<file path="config.mk">
export PLATFORM = sky130hd
export DESIGN_NAME = dsp_mac_sequencer
export DESIGN_NICKNAME = d
export VERILOG_FILES = /design/src/rtl/dsp_ctrl_pkg.sv /design/src/rtl/dsp_mac_sequencer_vld_pipe.sv /design/src/rtl/dsp_mac_sequencer.sv
export SDC_FILE = /design/constraint.sdc
export NUM_CORES = 1
export LEC_CHECK = 0
export ABC_AREA = 1
export CAP_MARGIN = 20
export CORE_MARGIN = 2
export CORE_UTILIZATION = 40
export CTS_CLUSTER_DIAMETER = 100
export DETAILED_ROUTE_END_ITERATION = 10
export HOLD_SLACK_MARGIN = 0.1
export PLACE_DENSITY = 0.93
export SLEW_MARGIN = 5
export SYNTH_ARGS = -nofsm -noshare
export SYNTH_HDL_FRONTEND = slang
export SYNTH_SLANG_ARGS = --single-unit
</file>
<file path="constraint.sdc">
create_clock -name clk -period 2.1 [get_ports clk]
set_input_delay 0.42 -clock clk [delete_from_list [all_inputs] [get_ports clk]]
set_output_delay 0.42 -clock clk [all_outputs]
set_load 0.01 [all_outputs]
</file>
<file path="src/rtl/dsp_ctrl_pkg.sv">
// Shared types and DSP opmode constants for the MAC sequencer.
// Tags are all-zero when no operand occupies the slot.
package dsp_ctrl_pkg;

  typedef enum logic [1:0] {
    IDLE,
    LOAD,
    DRAIN,
    DONE
  } state_t;

  localparam logic [7:0] OPM_FIRST   = 8'h01;
  localparam logic [7:0] OPM_FIRST_C = 8'h0D;
  localparam logic [7:0] OPM_ACC     = 8'h09;
  localparam logic [7:0] OPM_HOLD    = 8'h08;

  localparam int PIPE_D = 3;

  typedef struct packed {
    logic valid;
    logic first;
  } tag_t;

  function automatic logic [7:0] stage1_opmode(
    input tag_t t,
    input logic usec
  );
    if (!t.valid) return OPM_HOLD;
    if (t.first) return usec ? OPM_FIRST_C : OPM_FIRST;
    return OPM_ACC;
  endfunction

endpackage

</file>
<file path="src/rtl/dsp_mac_sequencer_vld_pipe.sv">
// Three-deep valid/first tag shift register mirroring the DSP pipeline.
// stage[0] is one cycle after acceptance, stage[2] lines up with P.
module dsp_vld_pipe
  import dsp_ctrl_pkg::*;
(
  input  logic              clk,
  input  logic              rstn,
  input  logic              flush,
  input  tag_t              tag,
  output tag_t [PIPE_D-1:0] stage
);

  always_ff @(posedge clk or negedge rstn) begin
    if (!rstn) begin
      stage <= '0;
    end else if (flush) begin
      stage <= '0;
    end else begin
      stage <= {stage[PIPE_D-2:0], tag};
    end
  end

endmodule

</file>
<file path="src/rtl/dsp_mac_sequencer.sv">
// Streams operand pairs into a registered DSP MAC slice and
// returns the accumulated 48-bit dot product.
module dsp_mac_sequencer
  import dsp_ctrl_pkg::*;
#(
  parameter int LEN_W  = 8,
  parameter int DATA_W = 18
) (
  input  logic              clk,
  input  logic              rstn,
  input  logic              cmd_valid,
  output logic              cmd_ready,
  input  logic [LEN_W-1:0]  cmd_len,
  input  logic              cmd_usec,
  input  logic              op_valid,
  output logic              op_ready,
  input  logic [DATA_W-1:0] op_a,
  input  logic [DATA_W-1:0] op_b,
  output logic              res_valid,
  input  logic              res_ready,
  output logic [47:0]       res_data,
  output logic              res_err,
  input  logic              abort,
  output logic [DATA_W-1:0] dsp_a,
  output logic [DATA_W-1:0] dsp_b,
  output logic [7:0]        dsp_opmode,
  output logic              dsp_cea,
  output logic              dsp_ceb,
  output logic              dsp_cem,
  output logic              dsp_cep,
  output logic              dsp_ceopmode,
  input  logic [47:0]       dsp_p
);

  state_t            state;
  state_t            state_nxt;
  logic [LEN_W-1:0]  len;
  logic [LEN_W-1:0]  cnt;
  logic              usec;
  logic              ce;
  logic              accept;
  logic              last;
  logic              flush;
  logic              drain_done;
  tag_t              tag;
  tag_t [PIPE_D-1:0] stage;

  assign accept = op_valid && op_ready;
  assign last   = accept && (cnt == len - LEN_W'(1));
  assign flush  = abort && (state == LOAD || state == DRAIN);

  assign tag.valid = accept;
  assign tag.first = accept && (cnt == '0);

  // Newest tag has reached the P stage with nothing behind it.
  assign drain_done = (stage[2] != '0) && (stage[1:0] == '0);

  dsp_vld_pipe u_pipe (
    .clk   (clk),
    .rstn  (rstn),
    .flush (flush),
    .tag   (tag),
    .stage (stage)
  );

  always_comb begin
    state_nxt = state;
    cmd_ready = 1'b0;
    op_ready  = 1'b0;
    res_valid = 1'b0;
    ce        = 1'b0;
    unique case (state)
      IDLE: begin
        cmd_ready = 1'b1;
        if (cmd_valid) begin
          state_nxt = (cmd_len == '0) ? DONE : LOAD;
        end
      end
      LOAD: begin
        op_ready = 1'b1;
        ce       = 1'b1;
        if (abort) state_nxt = IDLE;
        else if (last) state_nxt = DRAIN;
      end
      DRAIN: begin
        ce = 1'b1;
        if (abort) state_nxt = IDLE;
        else if (drain_done) state_nxt = DONE;
      end
      DONE: begin
        res_valid = 1'b1;
        if (res_ready) state_nxt = IDLE;
      end
    endcase
  end

  always_ff @(posedge clk or negedge rstn) begin
    if (!rstn) begin
      state    <= IDLE;
      len      <= '0;
      cnt      <= '0;
      usec     <= 1'b0;
      res_data <= '0;
      res_err  <= 1'b0;
    end else begin
      state <= state_nxt;
      if (state == IDLE && cmd_valid) begin
        len      <= cmd_len;
        usec     <= cmd_usec;
        cnt      <= '0;
        res_data <= '0;
        res_err  <= (cmd_len == '0);
      end
      if (accept) cnt <= cnt + LEN_W'(1);
      if (state == DRAIN && !abort && drain_done) begin
        res_data <= dsp_p;
      end
    end
  end

  assign dsp_a        = op_ready ? op_a : '0;
  assign dsp_b        = op_ready ? op_b : '0;
  assign dsp_opmode   = stage1_opmode(stage[0], usec);
  assign dsp_cea      = ce;
  assign dsp_ceb      = ce;
  assign dsp_cem      = ce;
  assign dsp_cep      = ce;
  assign dsp_ceopmode = ce;

endmodule

</file>
Yosys cells after proc, flatten, opt, wreduce, memory -nomap -nowiden
Index checks and enable logic that the tools add are counted.
{ "word_totals": {"reg_bits": 74, "output_inout_bits": 101, "input_bits": 99} }
{ "classes": {"addsub": 2, "n_reduce_logical": 19, "n_mux": 26, "n_eq_ne": 8} }
{ "op_table": {"columns": ["cell", "count"], "rows": [
  ["two-way mux 48 bit", 2],
  ["two-way mux 8 bit", 6],
  ["two-way mux 18 bit", 2],
  ["logical NOT 8 bit", 2],
  ["two-way mux 2 bit", 7],
  ["adder 8 x 1 -> 8 bit, second input constant", 1],
  ["== test 8 bit", 1],
  ["logical AND 1 bit", 8],
  ["case mux 2 bit (4 select lines)", 1],
  ["subtractor 8 x 1 -> 8 bit, second input constant", 1],
  ["two-way mux 1 bit", 6],
  ["two-way mux 6 bit", 1],
  ["inequality test 3 bit, second input constant", 2],
  ["nonzero test 2 bit", 3],
  ["== test 2 bit, second input constant", 2],
  ["logical NOT 4 bit", 1],
  ["two-way mux 4 bit", 1],
  ["inequality test 2 bit, second input constant", 2],
  ["AND reduction 4 bit", 1],
  ["== test 2 x 1 -> 1 bit, second input constant", 1],
  ["logical NOT 2 bit", 1],
  ["OR reduction 2 bit", 1],
  ["logical NOT 1 bit", 1],
  ["logical OR 1 bit", 1]
]} }

Depth between registers and ports, before layout
Gate-level depths: netlist (run 1).
{ "depth": {"word_depth": 7, "mapped_depth": 14} }

Cells and area by module
From an unflattened synthesis (run 1), not the netlist that was laid out.
{ "unflattened": {"hier_cells": 507, "area_unflattened_um2": 3882.5} }
{ "by_module_without_submodules": {"columns": ["module", "seq_area_each_um2", "area_each_um2", "n_inst", "cells_per_inst"], "rows": [
  ["dsp_mac_sequencer", 1701.6, 3687.3, 1, 489],
  ["dsp_vld_pipe", 150.1, 195.2, 1, 18]
]} }

Least setup slack after synthesis (run 1)
Ideal clock, no wire load.
{ "synth_path": {"kind": "register -> output", "start": "register state[1]", "end": "output port dsp_a[10]", "path_slack_ns": 0.272, "required_ns": 1.680, "stages_incl_launch_ff": 7, "arrival_ns": 1.408, "cell_sequence": "dfrtp_1 -> inv_1 -> ha_1 -> clkbuf_1 -> clkbuf_1 -> nand2_1 -> inv_1"} }
{ "synth_between": {"elab_chain_cells": 3} }
{ "synth_lines": {"columns": ["element", "line", "text"], "rows": [
  ["start, declared", "dsp_mac_sequencer.sv:35", "state_t state;"],
  ["start signal, assigned", "dsp_mac_sequencer.sv:106", "state <= state_nxt;"],
  ["== test 2 x 1 -> 1 bit", "dsp_mac_sequencer.sv:72", "unique case (state)"],
  ["two-way mux 1 bit", "dsp_mac_sequencer.sv:72", null],
  ["named net op_ready", "dsp_mac_sequencer.sv:16", "output logic op_ready,"],
  ["two-way mux 18 bit", "dsp_mac_sequencer.sv:121", "assign dsp_a = op_ready ? op_a : '0;"],
  ["end, declared", "dsp_mac_sequencer.sv:24", "output logic [DATA_W-1:0] dsp_a,"]
]} }
The timed path passes the listed nets, and every way through them passes these cells.

Final worst setup path (run 1)
{ "layout_path": {"start": "register, netlist name u_pipe.stage[1]", "end": "output port dsp_opmode[2]"} }
{ "layout_between": {"elab_chain_cells": 1} }
{ "layout_lines": {"columns": ["element", "line", "text"], "rows": [
  ["two-way mux 8 bit", "dsp_ctrl_pkg.sv:29", "if (t.first) return usec ? OPM_FIRST_C : OPM_FIRST;"],
  ["end, declared", "dsp_mac_sequencer.sv:26", "output logic [7:0] dsp_opmode,"]
]} }
Every way passes these cells.

==> results of run 1 <==
==> worst min-delay path by stage <==
stage,endpoint,slack (ns)
floorplan,cnt[0],0.12
global placement,res_data[31],0.40
detailed placement,res_data[28],0.41
CTS,u_pipe.stage[0],0.49
global route,u_pipe.stage[0],0.50
finish,u_pipe.stage[0],0.49
==> layout by cell type (no fill, tap or decap), types with 7 or more instances in the layout <==
cell type and n:
o21ai_1 8, inv_1 123, nand2_1 84, clkdlybuf4s50_1 150, dlygate4sd2_1 41, o21ai_0 55, clkbuf_8 9, buf_4 7
nand3_1 64, nor2_1 27, dfrtp_1 74
==> critical path, cell delays in order, from the launching register on <==
cell and delay [ns]:
dfrtp_1 0.41, inv_1 0.08, nor3_1 0.21, clkdlybuf4s50_1 0.59
==> stage by stage <==
stage	worst slack (ns)	power (µW)	area, µm²	TNS, ns
6_report	0.03931	5789	6110	0
5_1_grt	-0.004944	6215	6110	-0.004944
4_1_cts	0.009481	5811	6093	0
3_5_place_dp	0.1193	4813	5892	0
3_3_place_gp	0.1511	4647	5892	0
2_1_floorplan	0.2717	3427	3880	0
==> registers in the layout (all words and copies together) (netlist names) <==
signal and count:
u_pipe.stage 6, state 2, usec 1, len 8
cnt 8, res_data 48, res_err 1
==> kinds of logic (layout without fill, tap and decap cells) <==
kind of cell             after synthesis  in the layout  share of synthesized area [%]
XOR/XNOR                               6              6                          1.360
other                                  1              5                        0.09703
flip-flops                            74             74                          47.91
multiplexers                           1              1                         0.2590
AO/OA/AOI/OAI                         73             73                          9.744
AND/OR/NAND/NOR                      189            189                          21.40
buffers and inverters                156            347                          16.96
adder cells (fa/ha/maj)                7              7                          2.266
==> what timing repair did <==
| action | in CTS | in global routing |
|---|---|---|
| pin swaps | 0 | 1 |
| endpoints found under the hold margin | 35 | 0 |
| resized for setup | 46 | 3 |
| endpoints found under the setup margin | 43 | 4 |
| setup buffers | 4 | 1 |
| hold buffers | 1 | 0 |
==> routing by layer <==
metal,share of wire [%],global-route usage [%],up-vias
met5,0,0,-
met1,36,21.76,1805
met4,2.3,8.821,0
li1,-,-,1910
met2,52,38.26,160
met3,9.6,7.524,23
==> power by group <==
| part | internal, µW | switching, µW |
|---|---|---|
| Sequential | 1690 | 221 |
| Combinational | 1280 | 1480 |
| Clock | 552 | 562 |
| Total | 3530 | 2260 |
==> layout make-up <==
type / count / area [µm²] / share of cell area [%]
clock buffer: 10 / 127.6 / 2.089
timing repair buffer: 206 / 2043 / 33.44
sequential: 74 / 1852 / 30.31
clock inverter: 6 / 66.31 / 1.085
tap: 129 / 161.4 / 2.642
inverter: 125 / 469.2 / 7.680
multi-input combinational: 281 / 1390 / 22.75
==> reports/qor.yml, run 1 <==
timing:
  fmax_mhz: 485.3
  setup_viol: 0
  period_minus_slack_ns: 2.061
  slew_viol_final: 0
  finalCritPeriodShare_pct: 98.13
  fin_worst_skew_ns: 0.01339
  hold_slack_ns: 0.4866
  final_hold_viol_count: 0
floorplan:
  die_w_um: 102.3
  dieArea_um2: 10460
  io_pins: 200
  core_area_um2: 9328
  start_util_pct: 41.44
  die_h_um: 102.3
  num_rows: 35
run_status:
  status: "finished clean"
yosys:
  synth.most_common_cell: "inv_1"
  netlist_area_um2: 3865
  synth_top_cell_by_area: "dfrtp_1"
  synthTopCellsByCount: "124 x inv_1, 85 x nand2_1, 74 x dfrtp_1, 64 x nand3_1, 55 x o21ai_0"
  synth_cells: 507
  yosys_register_bits: 74
  seq_area_frac_synth_pct: 47.91
  yosys_warnings: 0
  async_flop_share_pct: 100.0
  synth_area_leaders: "dfrtp_1 48%, inv_1 12%, nand3_1 8.3%, nand2_1 8.3%, o21ai_0 7.1%"
  netlist.area_leader.share_pct: 47.91
  synth_edf_count: 0
  ys_types: 28
  avgSynthCellArea_um2: 7.623
  synth_flop_cell: "dfrtp_1"
clock_tree:
  cts_tree: "built"
  cts.path.max_buffers: 2
  cts_inserted_buffers: 9
  cts-root-buf: "clkbuf_8"
  path_clk_slew_ns: 0.08
  worstSkewPairLatency_ns: 0.35
  cts_htree_levels: 3
  clock-sinks: 74
finish:
  num-fill-cells: 786
  final_net_count: 803
  drive_above_1_share_pct: 5.698
  antenna_cells: 0
  layout.cells.non_filler: 831
  area_growth_pct: 58.08
  fin_util_pct: 65.50
power_and_ir_drop:
  p_leak_uw: 0.003322
  vdd_drop_max_mv: 0.5228
  p_per_area_nw_per_um2: 947.5
setup_path:
  r2r_start: "state[0]"
  startpoint_type: "flip-flop"
  r2r_setup_slack_ns: 0.22
  crit_type: "flip-flop to output port"
  crit_end: "dsp_opmode[2]"
  cp.arrival_ns: 1.64
  critPathMaxFanout: 4
  worstReg2RegEnd: "state[0]"
  critPathLaunch: "u_pipe.stage[1]"
  required_ns: 1.68
  end_kind: "output port"
  r2r_cells: 15
drt:
  first_pass_iters: 4
  drtIter0Drc: 72
  via_count: 3898
  routed_via_density: 4.691
  drt_wl_total_mm: 10.95
  drc: 0
  wl_per_cell_um: 13.18
  antenna_left: 0
place:
  port_buffers: 194
  dpl.cell_count: 809
  dp_hpwl_mm: 8.381
  gp_congestion: 0.8760
global_routing:
  overflow: 0
  grt_pass1_vias: 3917
  grt_max_degree: 97
  track_usage_pct: 20.99
  antenna_found_initial: 0
  grt_pass1_wl_mm: 17.21
min_path:
  worstHoldPathCells: 1
  hp-class: "flip-flop to flip-flop"
  min_from: "cnt[7]"
job:
  cap_viol_max_count: 0
(Power assumes the default switching activity.)
==> inputs of run 2 (changes only) <==
--- a/config.mk
+++ b/config.mk
@@ -7,11 +7,12 @@
 export LEC_CHECK = 0
 export ABC_AREA = 1
 export CAP_MARGIN = 20
+export CORE_ASPECT_RATIO = 1.75
 export CORE_MARGIN = 2
 export CORE_UTILIZATION = 40
 export CTS_CLUSTER_DIAMETER = 100
 export DETAILED_ROUTE_END_ITERATION = 10
-export HOLD_SLACK_MARGIN = 0.1
+export HOLD_SLACK_MARGIN = 0.02
 export PLACE_DENSITY = 0.93
 export SLEW_MARGIN = 5
 export SYNTH_ARGS = -nofsm -noshare
==> run 2 against run 1 <==
Die area grew 0.30%. Total power grew 8.1%. Clock skew shrank 0.0058 ns. Critical path type unchanged. Sequential share of layout area shrank 0.43 points. Final area grew 1.5%. Wire length grew 6.2%. Sequential power is essentially flat. Sequential cell count is the same. First-iteration DRC count grew to 3.0 times the previous value. Fmax grew 1.0%. Worst setup slack gained 0.020 ns.
==> reports/qor.yml, run 2 (synthesis gave the netlist of run 1 again) <==
run_status:
  status: "finished clean"  # unchanged
global_routing:
  antenna_found_initial: 0  # unchanged
  grt_pass1_vias: 3985  # was 3,917
  grt_max_degree: 97  # unchanged
  grt_pass1_wl_mm: 18.82  # was 17.21 mm
  overflow: 0  # unchanged
  track_usage_pct: 22.70  # was 20.99%
drt:
  drt_wl_total_mm: 11.63  # was 10.95 mm
  wl_per_cell_um: 14.16  # was 13.18 µm
  antenna_left: 0  # unchanged
  drtIter0Drc: 214  # was 72
  via_count: 3924  # was 3,898
  routed_via_density: 4.780  # was 4.691
  first_pass_iters: 4  # unchanged
  drc: 0  # unchanged
timing:
  slew_viol_final: 0  # unchanged
  setup_viol: 0  # unchanged
  tns_ns: 0  # unchanged
  timing.final.ws_setup_ns: 0.05973  # was 0.03931 ns
  fin_worst_skew_ns: 0.007551  # was 0.01339 ns
  final_hold_viol_count: 0  # unchanged
  finalCritPeriodShare_pct: 97.16  # was 98.13%
  rsz0062_at_grt: "no"
  period_minus_slack_ns: 2.040  # was 2.061 ns
  fmax_mhz: 490.1  # was 485.3 MHz
clock_tree:
  cts_inserted_buffers: 9  # unchanged
  cts-root-buf: "clkbuf_16"  # was clkbuf_8
  hold_buffers: 0  # was 1
  cts.path.max_buffers: 2  # unchanged
  path_clk_slew_ns: 0.06  # was 0.08 ns
  clock-sinks: 74  # unchanged
  worstSkewPairLatency_ns: 0.32  # was 0.35 ns
  cts_htree_levels: 3  # unchanged
  cts_tree: "built"  # unchanged
setup_path:
  cpMaxStageDelayCell: "dfrtp_2"  # was clkdlybuf4s50_1
  r2r_cells: 13  # was 15
  cpLargestDelayFamily: "buffers and inverters"  # unchanged
  r2r_start: "len[0]"  # was state[0]
  critPathLaunch: "state[0]"  # was u_pipe.stage[1]
  crit_type: "flip-flop to output port"  # unchanged
  required_ns: 1.68  # about the same
  path_cells: "ha_4 -> bufbuf_16 -> nand2_1 -> inv_1 -> dlygate4sd2_1"  # was inv_1 -> nor3_1 -> clkdlybuf4s50_1
  cp_num_buf_inv: 3  # was 2
  cp.arrival_ns: 1.62  # was 1.64 ns
  end_kind: "output port"  # unchanged
  r2r_setup_slack_ns: 0.28  # was 0.22 ns
  startpoint_type: "flip-flop"  # unchanged
  cp_slowest_stage_delay_ns: 0.45  # was 0.59 ns
  worstReg2RegEnd: "state[0]"  # unchanged
  critPathMaxFanout: 18  # was 4
floorplan:
  num_rows: 47  # was 35
  io_pins: 200  # unchanged
  dieArea_um2: 10500  # was 10,460 µm²
  die_h_um: 134.0  # was 102.3 µm
  start_util_pct: 41.08  # was 41.44%
  die_w_um: 78.31  # was 102.3 µm
  core_area_um2: 9409  # was 9328 µm²
finish:
  top_register: "res_data"  # unchanged
  reg.largest.list: "res_data x48, cnt x8, len x8"  # unchanged
  largest_reg_flops: 48  # unchanged
  num-fill-cells: 737  # was 786
  final_cell_mix: "149 x clkdlybuf4s50_1, 123 x inv_1, 84 x nand2_1, 73 x dfrtp_1, 64 x nand3_1"  # was 150 x clkdlybuf4s50_1, 123 x inv_1, 84 x nand2_1, 74 x dfrtp_1, 64 x nand3_1
  final_net_count: 800  # was 803
  antenna_cells: 0  # unchanged
  drive_above_1_share_pct: 6.152  # was 5.698%
  area_growth_pct: 60.47  # was 58.08%
  fin_util_pct: 65.92  # was 65.50%
  final_common_cell: "clkdlybuf4s50_1"  # unchanged
place:
  gp_congestion: 0.8563  # was 0.8760
  dp_hpwl_mm: 9.006  # was 8.381 mm
  port_buffers: 194  # unchanged
  post-place-ws_ns: 0.08256  # was 0.1193 ns
power_and_ir_drop:
  p_per_area_nw_per_um2: 1009  # was 947.5 nW/µm²
  vdd_drop_max_mv: 0.5875  # was 0.5228 mV
  p_leak_uw: 0.003358  # was 0.003322 µW
job:
  cap_viol_max_count: 0  # unchanged
min_path:
  hp-class: "primary input to async pin"  # was flip-flop to flip-flop
[run 2: cell count changes in the layout (fill, tap and decap cells not counted), sizes merged]
cell,previous run,this run
buf,12,9
bufbuf,0,1
clkbuf,10,12
clkdlybuf4s15,0,5
clkdlybuf4s50,150,149
clkinv,1,5
clkinvlp,3,0
dlygate4sd2,41,36
dlygate4sd3,1,0
dlymetal6s2s,2,1
inv,126,125
[run 2: worst max path at each step]
stage	endpoint	slack (ns)	depth (start not counted)
6_report	dsp_b[15]	0.06	5
5_1_grt	dsp_a[8]	0.0009	6
4_1_cts	dsp_a[10]	0.03	5
3_5_place_dp	dsp_a[10]	0.08	6
3_3_place_gp	dsp_b[6]	0.12	4
2_1_floorplan	dsp_a[10]	0.27	6
[run 2: layout make-up]
class / instances / area, µm² / area share, %
Inverter: 125 / 469.2 / 7.565
Multi-Input combinational cell: 281 / 1393 / 22.45
Timing Repair Buffer: 203 / 2029 / 32.72
Clock inverter: 6 / 66.31 / 1.069
Tap cell: 122 / 152.6 / 2.461
Sequential cell: 74 / 1853 / 29.88
Clock buffer: 10 / 239.0 / 3.853
[run 2: worst reg2reg max path, cell delays in order, from the launching register on]
cell,delay [ns]
dfrtp_1,0.41
inv_1,0.15
ha_2,0.24
nand2_1,0.08
nor2_1,0.09
nand2_1,0.05
nand2_1,0.06
nand3_1,0.07
nor2_1,0.12
nand3_1,0.13
nand2_2,0.12
nand2_2,0.06
nand2_1,0.07
nand2_1,0.05
[run 2: per-layer routing]
| layer | routed length [µm] | vias up | global-route usage, % |
|---|---|---|---|
| met2 | 6190 | 164 | 39.80 |
| met3 | 726 | 34 | 5.451 |
| met4 | 529 | 0 | 12.96 |
| met1 | 4182 | 1814 | 24.66 |
| met5 | 0 | - | 0 |
| li1 | - | 1912 | - |
[run 2: repair_timing]
action                                  CTS  global route
cloned                                    1             0
setup buffers                             1             0
pin swaps                                 0             0
resized for setup                        48            11
endpoints found under the setup margin   43             9
[run 2: power breakdown]
group	total, µW	leakage [µW]	switching [µW]	internal (µW)
clock network	1520	0.000152	572	953
logic	2810	0.00220	1510	1300
registers	1930	0.00101	233	1690
total	6260	0.00336	2310	3950
[run 2: through the flow]
step / total power, µW / hold WS [ns] / instance area [µm²] / std cells
after floorplan: 3427 / 0.1244 / 3880 / 511
final: 6260 / 0.04809 / 6202 / 821
after CTS: 6289 / 0.05707 / 6198 / 821
after global routing: 6685 / 0.08103 / 6202 / 821
after detailed placement: 4824 / 0.4131 / 5891 / 803
after global placement: 4672 / 0.4043 / 5891 / 803
==> inputs of run 3 (changes only) <==
--- a/config.mk
+++ b/config.mk
@@ -6,7 +6,6 @@
 export NUM_CORES = 1
 export LEC_CHECK = 0
 export ABC_AREA = 1
-export CAP_MARGIN = 20
 export CORE_ASPECT_RATIO = 1.75
 export CORE_MARGIN = 2
 export CORE_UTILIZATION = 40
==> results of run 3 <==
No change in the layout: final DEF, timing and power equal those of run 2.
